==> config.mk <==
export PLATFORM = sky130hd
export DESIGN_NAME = dequantizer
export DESIGN_NICKNAME = d
export VERILOG_FILES = /design/src/rtl/dequantizer.sv
export SDC_FILE = /design/constraint.sdc
export NUM_CORES = 2
export LEC_CHECK = 0
export CORE_UTILIZATION = 29
export DETAILED_ROUTE_END_ITERATION = 8
export GPL_TIMING_DRIVEN = 0
export PLACE_DENSITY_LB_ADDON = 0.3
export SLEW_MARGIN = 10
export SYNTH_ARGS = -nofsm -noshare
export SYNTH_HDL_FRONTEND = slang
export SYNTH_SLANG_ARGS = --single-unit
==> constraint.sdc <==
create_clock -name clk -period 10.4 [get_ports clk]
set_input_delay 1.04 -clock clk [delete_from_list [all_inputs] [get_ports clk]]
set_output_delay 1.04 -clock clk [all_outputs]
set_load 0.01 [all_outputs]
==> src/rtl/dequantizer.sv <==
// ---------------------------------------------------------------------------
// dequantizer
//
// Converts a signed int8 activation stream back to int32 fixed point:
//   out = sat32( ((in - zp) * M[ch]) >>> n[ch] )
// where {M, n} comes from a per-channel scale table and the channel index
// cycles 0..NUM_CH-1 with every accepted beat. Three-stage pipeline with a
// single global advance enable, so backpressure from the output freezes all
// stages together.
//
// Build option:
//   DEQUANT_ROUND_EN  defined   -> S3 adds 2^(n-1) before the shift
//                                  (round half toward +inf)
//                     undefined -> plain arithmetic shift (floor)
//   Latency and handshake are identical in both builds.
//
// Ports:
//   clk, rst        clock, synchronous active-high reset
//   in_data_i       signed int8 activation
//   in_valid_i      in_data_i valid
//   in_ready_o      block accepts in_data_i this cycle
//   zp_i            signed int8 zero point (static while streaming)
//   ch_clear_i      pulse: channel counter back to 0
//   cfg_we_i        scale-table write strobe
//   cfg_addr_i      table entry to write
//   cfg_m_i         unsigned 32-bit multiplier for the entry
//   cfg_n_i         right-shift amount for the entry
//   out_data_o      signed int32 result
//   out_ch_o        channel index of out_data_o
//   out_valid_o     out_data_o / out_ch_o valid
//   out_ready_i     downstream accepts
// ---------------------------------------------------------------------------
module dequantizer #(
  parameter  int NUM_CH = 16,
  localparam int CH_W   = $clog2(NUM_CH)
) (
  input  logic             clk,
  input  logic             rst,
  input  logic [7:0]       in_data_i,
  input  logic             in_valid_i,
  output logic             in_ready_o,
  input  logic [7:0]       zp_i,
  input  logic             ch_clear_i,
  input  logic             cfg_we_i,
  input  logic [CH_W-1:0]  cfg_addr_i,
  input  logic [31:0]      cfg_m_i,
  input  logic [4:0]       cfg_n_i,
  output logic [31:0]      out_data_o,
  output logic [CH_W-1:0]  out_ch_o,
  output logic             out_valid_o,
  input  logic             out_ready_i
);

  // Scale table (intentionally not reset; software programs it before use)
  logic [31:0]      m_tab_q [NUM_CH];
  logic [4:0]       n_tab_q [NUM_CH];

  // Channel counter
  logic [CH_W-1:0]  ch_cnt_q;
  logic [CH_W-1:0]  ch_cnt_d;

  // Stage 1: offset-removed activation plus looked-up scale
  logic             s1_valid_q;
  logic signed [8:0] s1_x_q;
  logic [CH_W-1:0]  s1_ch_q;
  logic [31:0]      s1_m_q;
  logic [4:0]       s1_n_q;

  // Stage 2: full-precision product
  logic             s2_valid_q;
  logic signed [41:0] s2_p_q;
  logic [CH_W-1:0]  s2_ch_q;
  logic [4:0]       s2_n_q;

  // Stage 3: saturated output
  logic             out_valid_q;
  logic [31:0]      out_data_q;
  logic [CH_W-1:0]  out_ch_q;

  // Combinational datapath
  logic             advance_s;
  logic             accept_s;
  logic signed [8:0]  x_d;
  logic signed [41:0] x_ext_s;
  logic signed [41:0] m_ext_s;
  logic signed [41:0] p_d;
  logic signed [42:0] p_ext_s;
  logic signed [42:0] rnd_s;
  logic signed [42:0] sum_s;
  logic signed [42:0] shr_s;
  logic [31:0]        sat_d;

  // The whole pipe moves only when the output register is free or draining.
  assign advance_s   = !out_valid_q || out_ready_i;
  assign accept_s    = in_valid_i && advance_s;
  assign in_ready_o  = advance_s;

  assign out_valid_o = out_valid_q;
  assign out_data_o  = out_data_q;
  assign out_ch_o    = out_ch_q;

  // Next channel index with wrap at NUM_CH-1
  always_comb begin
    ch_cnt_d = ch_cnt_q;
    if (ch_cnt_q == CH_W'(NUM_CH - 1)) begin
      ch_cnt_d = {CH_W{1'b0}};
    end else begin
      ch_cnt_d = ch_cnt_q + {{(CH_W-1){1'b0}}, 1'b1};
    end
  end

  // Stage-1 and stage-2 arithmetic: zero-point removal and widening multiply
  always_comb begin
    // 9-bit difference covers -255..255 without overflow
    x_d     = {in_data_i[7], in_data_i} - {zp_i[7], zp_i};
    x_ext_s = {{33{s1_x_q[8]}}, s1_x_q};
    // M is unsigned: zero-extend so it enters the signed multiply as positive
    m_ext_s = {10'b0, s1_m_q};
    p_d     = x_ext_s * m_ext_s;
  end

  // Stage-3 arithmetic: optional rounding, arithmetic shift, int32 saturation
  always_comb begin
    p_ext_s = {s2_p_q[41], s2_p_q};
`ifdef DEQUANT_ROUND_EN
    if (s2_n_q != 5'd0) begin
      rnd_s = 43'sd1 <<< (s2_n_q - 5'd1);
    end else begin
      rnd_s = 43'sd0;
    end
`else
    rnd_s = 43'sd0;
`endif
    sum_s = p_ext_s + rnd_s;
    shr_s = sum_s >>> s2_n_q;
    // Fits in int32 when bits 42..31 are all copies of the sign bit
    if (shr_s[42:31] == {12{shr_s[42]}}) begin
      sat_d = shr_s[31:0];
    end else if (shr_s[42]) begin
      sat_d = 32'h8000_0000;
    end else begin
      sat_d = 32'h7FFF_FFFF;
    end
  end

  // Scale-table write port; independent of stall state
  always_ff @(posedge clk) begin
    if (cfg_we_i) begin
      m_tab_q[cfg_addr_i] <= cfg_m_i;
      n_tab_q[cfg_addr_i] <= cfg_n_i;
    end
  end

  // Channel counter: clear wins, but the beat accepted alongside a clear
  // has already sampled the pre-clear value into stage 1.
  always_ff @(posedge clk) begin
    if (rst) begin
      ch_cnt_q <= {CH_W{1'b0}};
    end else if (ch_clear_i) begin
      ch_cnt_q <= {CH_W{1'b0}};
    end else if (accept_s) begin
      ch_cnt_q <= ch_cnt_d;
    end
  end

  // Pipeline registers, all gated by the common advance enable
  always_ff @(posedge clk) begin
    if (rst) begin
      s1_valid_q  <= 1'b0;
      s1_x_q      <= 9'sd0;
      s1_ch_q     <= {CH_W{1'b0}};
      s1_m_q      <= 32'd0;
      s1_n_q      <= 5'd0;
      s2_valid_q  <= 1'b0;
      s2_p_q      <= 42'sd0;
      s2_ch_q     <= {CH_W{1'b0}};
      s2_n_q      <= 5'd0;
      out_valid_q <= 1'b0;
      out_data_q  <= 32'd0;
      out_ch_q    <= {CH_W{1'b0}};
    end else if (advance_s) begin
      s1_valid_q  <= in_valid_i;
      s1_x_q      <= x_d;
      s1_ch_q     <= ch_cnt_q;
      // Registered read: a same-cycle table write is seen only by later beats
      s1_m_q      <= m_tab_q[ch_cnt_q];
      s1_n_q      <= n_tab_q[ch_cnt_q];
      s2_valid_q  <= s1_valid_q;
      s2_p_q      <= p_d;
      s2_ch_q     <= s1_ch_q;
      s2_n_q      <= s1_n_q;
      out_valid_q <= s2_valid_q;
      // Output payload only moves with a real beat, keeping it quiet on bubbles
      if (s2_valid_q) begin
        out_data_q <= sat_d;
        out_ch_q   <= s2_ch_q;
      end
    end
  end

endmodule

==> results_dict.tcl <==
set metrics [dict create \
    ant_nets 0 \
    crit_end "s2_p_q[31]" \
    tightest_slew_ns 1.24 \
    synth_top_flop_cell "edfxtp_1" \
    synth.area.top_cells "edfxtp_1 46%, mux4_2 12%, fa_1 11%" \
    reg2reg_depth 21 \
    arrival_ns 7.60 \
    grt_max_degree 20 \
    area_growth_pct 17.1 \
    vias 23853 \
    cp-end-kind "flip-flop" \
    synth_cell_type_count 67 \
    syn_nets 3202 \
    core_um2 132000 \
    antenna_found_initial 9 \
    critical-path-max-stage-delay_ns 0.67 \
    routed.top_layer "met5" \
    yosys.area.top_type "edfxtp_1" \
    path_delay_family "adder cells" \
    path_cells "clkbuf_1 -> clkbuf_1 -> nand2_1 -> fa_1 -> inv_1 -> fa_1 -> inv_1 -> fa_1 -> inv_1 -> fa_1 -> fa_1 -> ha_1 -> a21o_1 -> a22o_1 -> o211ai_1 -> a21boi_0 -> o21ai_0 -> nand2_1 -> a31oi_1 -> xor2_1 -> o21ai_0" \
    layout-drive-gt1-share_pct 13.8 \
    synth_top_area_share_pct 45.8 \
    final_cell_count_no_fill 4853 \
    via_per_inst 4.92 \
    grt_pass1_vias 24532 \
    async_reset_ff_share_pct 0 \
    io_buffers 100 \
    clk_pin_slew_ns 0.06 \
    drc_errors 0 \
    drt_iter0_drc 2013 \
    synth-seq-cells 736 \
    fp.dieW_um 368 \
    syn_inst 2817 \
    gr-total-overflow 0 \
    dp_hpwl_um 78200 \
    clk_latency_ns 0.67 \
    routed_wl_um 107000 \
    r2r-start "s1_x_q[0]" \
    slew_headroom_pct 17.4 \
    die-area_um2 135000 \
    syn_area_per_cell_um2 13.8 \
    hold_violations 0 \
    leakagePower_nw 16.2 \
    rows 133 \
    max-vdd-ir-drop_uv 137 \
    yosysWarnings 0 \
    cts_tree "done" \
    htreeDepth 3 \
    crit_start "s1_x_q[0]" \
    max_freq_mhz 141 \
    synth_edf_count 592 \
    crit_buf_inv 5 \
    dr.pass1.iters 7 \
    ff_latch_area_um2 20700 \
    cts_sinks 736 \
    setup_violations 0 \
    initial_utilization_pct 29.4 \
    clockBufferDepth 3 \
    num_antenna_cells 0 \
    multiInputGateArea_um2 17000 \
    timing.rr.end "s2_p_q[31]" \
    wl_per_cell_um 22.1 \
    start_kind "flip-flop" \
    grt_pass1_wl_um 160000 \
    worstHoldPathType "reg -> reg" \
    status "completed" \
    grt_use_total_pct 15.8 \
    worst_clock_skew_ns 0.0390 \
    required_ns 10.92 \
    power_density_nw_per_um2 172 \
    cp.depth 21 \
    slew_viol_final 0 \
    cap_violations 0 \
    fin_crit_ns 7.08 \
    cts.repair.resized 0 \
    rrSetupSlack_ns 3.32 \
    dieHeight_um 368 \
    post-synth-top-count-cell "edfxtp_1" \
    path_class "reg -> reg" \
    period_share_pct 68.1 \
    ios 101 \
    slowest_stage "clkbuf_1" \
    placedCellCount 4717 \
    cts_buffers 76 \
    place.gp.congestion 0.868 \
    clockRootBuffer "clkbuf_16" \
    syn-cell-area_um2 38800 \
    fillers 12939 \
    rsz0062_at_grt "false" \
    synthTopCellsByCount "592 x edfxtp_1, 375 x nand2_1, 212 x fa_1" \
    yosysSeqAreaShare_pct 53.2 \
    cp_max_fo 10 \
    met2_length_um 50300 \
    fin_tns_setup_ns 0 \
    cts_setup_buffers 0 \
    postCtsHoldBufs 0 \
    drt-met1-wl_um 48500 \
    path_common_cell "fa_1" \
    nNetsFinal 3425 \
    route.met3.wl_um 5940 \
]
registers in the layout (all words and copies together), names as in the netlist:
| signal | cells |
|---|---|
| s2_p_q | 42 |
| s2_ch_q | 4 |
| s1_valid_q | 1 |
| s1_x_q | 9 |
| out_valid_o | 1 |
| ch_cnt_q | 4 |
| n_tab_q | 80 |
| s2_valid_q | 1 |
| s1_m_q | 32 |
| s1_ch_q | 4 |
| m_tab_q | 512 |
| out_data_o | 32 |
| s1_n_q | 5 |
| s2_n_q | 5 |
| out_ch_o | 4 |
worst min path at each step:
stage,to,cells after the start,slack (ns),from
3_3_place_gp,s2_p_q[0],2,0.44,s2_p_q[0]
3_5_place_dp,s1_ch_q[3],2,0.45,s1_ch_q[3]
4_1_cts,s2_p_q[0],2,0.45,s2_p_q[0]
6_report,s2_p_q[0],2,0.45,s2_p_q[0]
5_1_grt,s2_p_q[1],2,0.47,s2_p_q[1]
2_1_floorplan,s2_p_q[1],2,0.43,s2_p_q[1]
tightest hold or removal path, delay by kind of cell (launching register included):
family	cells	cell delay, ns
compound gates	1	0.05
flops	1	0.30
simple gates	1	0.05
final cells by class:
type / instances / share of cell area, %
clock buffers: 101 / 4.57
flip-flops and latches: 736 / 45.5
inverters: 132 / 1.09
well taps: 1755 / 4.83
plain buffers: 193 / 1.67
repair buffers: 145 / 3.95
multi-input cells: 1756 / 37.4
clock inverters: 35 / 0.980
cell usage in the layout (no fill, tap or decap), types with 19 or more instances in the layout:
cell type	n
clkbuf_1	165
ha_1	110
o21ai_0	54
buf_1	30
nor3_1	44
mux2i_1	33
nor2_1	98
dfxtp_1	144
edfxtp_1	592
nor2b_1	39
a211oi_1	20
nand2_1	375
inv_1	131
mux4_2	202
and2_1	155
a21oi_1	153
clkbuf_16	77
clkdlybuf4s50_1	100
buf_16	19
fa_1	212
logic make-up (layout without fill, tap and decap cells):
logic type      after synthesis  in the layout  synth area share, %
flops                       736            736                 53.2
compound gates              344            344                 5.59
mux                         248            248                 13.0
simple gates                815            815                 9.91
fa+ha+maj                   322            322                 14.5
xor+xnor                     27             27                0.609
buf+inv                     325            606                 3.23
through the flow:
| stage | power (mW) | util (%) | setup slack (ns) | hold slack, ns | area (um2) |
|---|---|---|---|---|---|
| global route | 8.14 | 34.4 | 3.01 | 0.474 | 45400 |
| finish | 7.79 | 34.4 | 3.32 | 0.447 | 45400 |
| floorplan | 4.52 | - | 4.78 | 0.431 | 38800 |
| CTS | 7.85 | 34.4 | 3.20 | 0.453 | 45400 |
| detailed placement | 5.08 | 32.5 | 3.22 | 0.446 | 42900 |
| global placement | 5.07 | 31.8 | 1.93 | 0.442 | 42000 |
where the power goes:
part           internal, mW  leakage, nW  switching (mW)
logic                 0.650         8.49           0.984
clock network          1.57         1.21            1.18
registers              3.31         6.53          0.0978
routing by layer:
layer | global-route usage, % | up-vias
met5 | 0 | -
met4 | 4.11 | 16
met3 | 2.69 | 173
met2 | 25.5 | 713
met1 | 21.8 | 12261
li1 | - | 10690
Power figures use the tool's default switching activity.
